$ cat src/rtl/memwb_pkg.sv
// rtl/memwb_pkg.sv - shared encodings and types for the MEM/WB stage
package memwb_pkg;

  localparam logic [1:0] RES_ALU  = 2'b00;
  localparam logic [1:0] RES_LOAD = 2'b01;
  localparam logic [1:0] RES_PC4  = 2'b10;
  localparam logic [1:0] RES_IMM  = 2'b11;

  typedef enum logic [1:0] {
    EMPTY = 2'd0,
    MAIN  = 2'd1,
    FULL  = 2'd2
  } buf_state_t;

  typedef struct packed {
    logic        regwrite;
    logic [4:0]  rd;
    logic [31:0] result;
  } wb_entry_t;

endpackage

$ cat src/rtl/memwb_stage_skid_buf.sv
// rtl/memwb_stage_skid_buf.sv - valid/ready register slice with optional one-entry skid and flush
module skid_buf
  import memwb_pkg::*;
#(
  parameter int W       = 38,
  parameter bit SKID_EN = 1'b1
) (
  input  logic         clk,
  input  logic         reset,
  input  logic         flush_i,
  input  logic         in_valid_i,
  output logic         in_ready_o,
  input  logic [W-1:0] in_data_i,
  output logic         out_valid_o,
  input  logic         out_ready_i,
  output logic [W-1:0] out_data_o
);

  buf_state_t   state_q;
  logic [W-1:0] main_q;
  logic [W-1:0] skid_q;
  logic         in_fire;
  logic         out_fire;

  // With the skid entry, ready is a pure decode of state: no path from out_ready_i.
  if (SKID_EN) begin : g_skid
    assign in_ready_o = (state_q != FULL);
  end else begin : g_noskid
    assign in_ready_o = out_ready_i | (state_q == EMPTY);
  end

  assign out_valid_o = (state_q != EMPTY);
  assign out_data_o  = main_q;
  assign in_fire     = in_valid_i & in_ready_o;
  assign out_fire    = out_valid_o & out_ready_i;

  always_ff @(posedge clk or posedge reset) begin
    if (reset) begin
      state_q <= EMPTY;
      main_q  <= '0;
      skid_q  <= '0;
    end else if (flush_i) begin
      state_q <= EMPTY;
    end else begin
      case (state_q)
        EMPTY: begin
          if (in_fire) begin
            main_q  <= in_data_i;
            state_q <= MAIN;
          end
        end
        MAIN: begin
          if (in_fire && out_fire) begin
            main_q <= in_data_i;
          end else if (in_fire) begin
            skid_q  <= in_data_i;
            state_q <= FULL;
          end else if (out_fire) begin
            state_q <= EMPTY;
          end
        end
        FULL: begin
          if (out_fire) begin
            main_q  <= skid_q;
            state_q <= MAIN;
          end
        end
        default: state_q <= EMPTY;
      endcase
    end
  end

endmodule

$ cat src/rtl/memwb_stage.sv
// rtl/memwb_stage.sv - MEM/WB stage: result select, x0 guard, skid buffering and retire count
module memwb_stage
  import memwb_pkg::*;
#(
  parameter int XLEN    = 32,
  parameter int REG_AW  = 5,
  parameter bit SKID_EN = 1'b1,
  parameter int RET_W   = 32
) (
  input  logic              clk,
  input  logic              reset,
  input  logic              flush_i,
  input  logic              in_valid_i,
  output logic              in_ready_o,
  input  logic              in_regwrite_i,
  input  logic [1:0]        in_resultsrc_i,
  input  logic [XLEN-1:0]   in_alu_i,
  input  logic [XLEN-1:0]   in_load_i,
  input  logic [XLEN-1:0]   in_imm_i,
  input  logic [XLEN-1:0]   in_pc4_i,
  input  logic [REG_AW-1:0] in_rd_i,
  output logic              out_valid_o,
  input  logic              out_ready_i,
  output logic              out_regwrite_o,
  output logic [REG_AW-1:0] out_rd_o,
  output logic [XLEN-1:0]   out_result_o,
  output logic [RET_W-1:0]  retire_cnt_o
);

  localparam int PW = 1 + REG_AW + XLEN;

  logic [XLEN-1:0]  sel_result;
  logic             in_regwrite_g;
  logic [PW-1:0]    out_data;
  logic             out_regwrite_raw;
  logic [RET_W-1:0] retire_q;

  // Selecting at capture keeps only one XLEN value per buffered entry.
  always_comb begin
    sel_result = in_alu_i;
    case (in_resultsrc_i)
      RES_ALU:  sel_result = in_alu_i;
      RES_LOAD: sel_result = in_load_i;
      RES_PC4:  sel_result = in_pc4_i;
      RES_IMM:  sel_result = in_imm_i;
      default:  sel_result = in_alu_i;
    endcase
  end

  assign in_regwrite_g = in_regwrite_i & (in_rd_i != '0);

  skid_buf #(
    .W       (PW),
    .SKID_EN (SKID_EN)
  ) u_skid (
    .clk         (clk),
    .reset       (reset),
    .flush_i     (flush_i),
    .in_valid_i  (in_valid_i),
    .in_ready_o  (in_ready_o),
    .in_data_i   ({in_regwrite_g, in_rd_i, sel_result}),
    .out_valid_o (out_valid_o),
    .out_ready_i (out_ready_i),
    .out_data_o  (out_data)
  );

  assign {out_regwrite_raw, out_rd_o, out_result_o} = out_data;
  assign out_regwrite_o = out_valid_o & out_regwrite_raw;

  // A retire in the flush cycle still counts: flush never blocks the output handshake.
  always_ff @(posedge clk or posedge reset) begin
    if (reset) begin
      retire_q <= '0;
    end else if (out_valid_o && out_ready_i) begin
      retire_q <= retire_q + RET_W'(1);
    end
  end

  assign retire_cnt_o = retire_q;

endmodule

$ cat config.mk
export PLATFORM = sky130hd
export DESIGN_NAME = memwb_stage
export DESIGN_NICKNAME = d
export VERILOG_FILES = /design/src/rtl/memwb_pkg.sv /design/src/rtl/memwb_stage_skid_buf.sv /design/src/rtl/memwb_stage.sv
export SDC_FILE = /design/constraint.sdc
export NUM_CORES = 1
export LEC_CHECK = 0
export BUFFER_PORTS_ARGS = -buffer_cell sky130_fd_sc_hd__buf_2
export CORE_ASPECT_RATIO = 1.25
export CORE_UTILIZATION = 50
export CTS_CLUSTER_SIZE = 16
export DETAILED_ROUTE_END_ITERATION = 10
export MAX_ROUTING_LAYER = met4
export PLACE_DENSITY = 0.84
export SETUP_SLACK_MARGIN = 0.05
export SLEW_MARGIN = 20
export SYNTH_ARGS = -nofsm -noshare
export SYNTH_HDL_FRONTEND = slang
export SYNTH_SLANG_ARGS = --single-unit
$ cat constraint.sdc
create_clock -name clk -period 4.42 [get_ports clk]
set_input_delay 0.221 -clock clk [delete_from_list [all_inputs] [get_ports clk]]
set_output_delay 0.221 -clock clk [all_outputs]
set_load 0.005 [all_outputs]
==> flow_summary.ini <==
[setup_path]
worstPathRequired_ns = 4.20
cp-end-kind = output pin
crit_type = reg -> out
arrival_ns = 2.73
worstSetupStartpointType = flip-flop
critical_path_peak_fanout = 34

[placed_design]
portBuffers = 212
pre_cts_ws_ns = 1.79
placed_area_mm2 = 0.00676
dp_hpwl_um = 10300
place_inst = 773
gp_routability_congestion = 0.834

[die]
num_rows = 44
core_mm2 = 0.0116
die_x_um = 99.3
die_area_mm2 = 0.0123
die_h_um = 124
io_pins = 213
initial_utilization_pct = 51.2

[detailed_routing]
routedWlPerCell_um = 17.6
drc = 0
drtAntennaViolNets = 0
vias_per_cell = 5.73
drt_pre_antenna_iters = 5
routed_wirelength_um = 13900
vias = 4522
drt_iter0_drc = 269

[synth]
synth_compound_area_share_pct = 7.14
syn_area_per_cell_um2 = 12.2
synth_top_family_by_area = multiplexers
synth-edff-count = 0
netlist_instances = 485
seq_area_frac_synth_pct = 46.5
synthMuxAreaShare_pct = 26.2
syn_nets = 627
synth-simple-area-share_pct = 7.25
synth_top_flop_cell = dfrtp_1
synth-adder-area-share_pct = 0.211
yosys_warnings = 0
synthArstFlopShare_pct = 100
synth-xor-area-share_pct = 4.59
synth.distinct_cells = 40
syn_area_mm2 = 0.00592
ys_ff_latch = 110

[power_and_ir_drop]
p_seq_share_pct = 48.0
swShare_pct = 27.1
power.density_mw_per_mm2 = 397
p_leak_nw = 3.52
netSwitchingPower_uw = 762
ir_drop_mv = 0.216
power.share.clock_pct = 31.4
internal-power_mw = 2.06
combPwrFrac_pct = 20.6

[cells_and_area]
drive_gt1_share_pct = 47.9
n_fill_cell = 949
finalInstanceArea_mm2 = 0.00709
utilization_pct = 61.3
final_common_cell = buf_2
seq_area_mm2 = 0.00275
antenna_cells = 0
multi_input_area_mm2 = 0.00270
fin_cells = 789
nets = 788
mostFrequentLayoutCells = buf_2 (211), dfrtp_1 (110), o21ai_0 (57)
area_delta_synth_final_pct = 19.8

[timing]
setup_slack_ns = 1.47
finalCritPeriodShare_pct = 66.9
fmax_mhz = 338
clock_skew_ns = 0.00683
worst_pin_slew_ns = 0.872
fin_tns_setup_ns = 0
slew_headroom_pct = 41.9
rsz0062_at_grt = false
setup_viol = 0
finalHoldViolCount = 0
maxSlewViolCount = 0
min_period_ns = 2.95

[grt]
grt_start_max_net_pins = 73
grt_overflow = 0
grt_pass1_vias = 4574
antenna_found_initial = 0
grt_pass1_wl_um = 22000
track_usage_pct = 23.9

[cts]
clkTransAtPathRegs_ns = 0.07
postCtsHoldBufs = 0
root_buffer = clkbuf_16
cts_setup_buffers = 0
clkLatencyLatePin_ns = 0.34
clockBufferDepth = 2
cts.sinks = 110
cts_resized = 0
cts_buffers = 9
cts_tree = built
htree_levels = 3

[worst_hold_path]
hp-class = in -> async

[status]
outcome = finished clean

[run]
drv_cap = 0
==> power groups by stage <==
stage          clock (mW)  combinational [mW]  sequential, mW
5_1_grt             0.937               0.640            1.38
3_5_place_dp            0               0.586            1.37
6_report            0.885               0.579            1.35
4_1_cts             0.902               0.587            1.35
2_1_floorplan           0               0.453            1.33
3_3_place_gp            0               0.556            1.36
==> kinds of logic after synthesis <==
group | Yosys count
fa+ha+maj | 1
mux | 110
xor+xnor | 31
flops | 110
buf+inv | 75
simple gates | 76
compound gates | 82
==> cell usage after synthesis, drive strengths merged (3+ instances only) <==
| cell type | count | area, um^2 |
|---|---|---|
| dfrtp | 110 | 2750 |
| o21ai | 78 | 394 |
| buf | 58 | 413 |
| mux2 | 39 | 443 |
| mux2i | 39 | 390 |
| mux4 | 32 | 721 |
| xnor2 | 26 | 228 |
| nand4 | 17 | 106 |
| nand2 | 14 | 52.6 |
| nand3 | 11 | 55.1 |
| nor2 | 11 | 41.3 |
| clkbuf | 8 | 30.0 |
| inv | 8 | 30.0 |
| nor3 | 6 | 35.0 |
| xor2 | 5 | 43.8 |
| nor4 | 4 | 46.3 |
| and2 | 3 | 18.8 |
| and3 | 3 | 18.8 |
==> critical path, cell delays in order (launching register included) <==
cell,delay [ns]
dfrtp_1,0.48
nor2b_1,0.64
clkinv_2,0.86
buf_2,0.38
==> routing by layer <==
metal	global-route usage, %	up-vias	part of all wire (%)
met5	-	-	0
met4	8.36	0	1.6
met3	3.87	17	6.1
met2	42.4	207	54
met1	27.8	2249	39
li1	-	2049	-
==> worst paths after layout <==
path,end,startpoint,cells after the start,slack (ns)
worst max-delay path,in_ready_o,u_skid.state_q[1],3,1.47
worst min-delay path,retire_cnt_o[26],reset,2,0.07
worst max register to register,u_skid.out_data_o[22],u_skid.state_q[1],4,1.74
worst min register to register,retire_cnt_o[31],retire_cnt_o[31],1,0.47
max in group asynchronous,retire_cnt_o[4],reset,3,3.32
min in group clk,u_skid.skid_q[34],in_rd_i[2],2,0.14
==> area by class of cell <==
| cell class | count | area share (%) |
|---|---|---|
| Clock buffer | 10 | 3.37 |
| Clock inverter | 6 | 1.32 |
| Inverter | 9 | 0.529 |
| Multi-Input combinational cell | 300 | 38.1 |
| Sequential cell | 110 | 38.8 |
| Tap cell | 138 | 2.44 |
| Timing Repair Buffer | 216 | 15.4 |
==> metrics by stage <==
| stage | power (mW) | hold slack [ns] |
|---|---|---|
| finish | 2.82 | 0.0714 |
| CTS | 2.84 | 0.0945 |
| global placement | 1.91 | 0.448 |
| global route | 2.96 | 0.130 |
| detailed placement | 1.96 | 0.464 |
| floorplan | 1.78 | 0.373 |
==> sequential cells by signal, indices dropped and copies added (netlist names) <==
name and cells:
retire_cnt_o 32, u_skid.skid_q 38, u_skid.out_data_o 38, u_skid.state_q 2
Note: power is estimated with default switching activity, not from simulation.
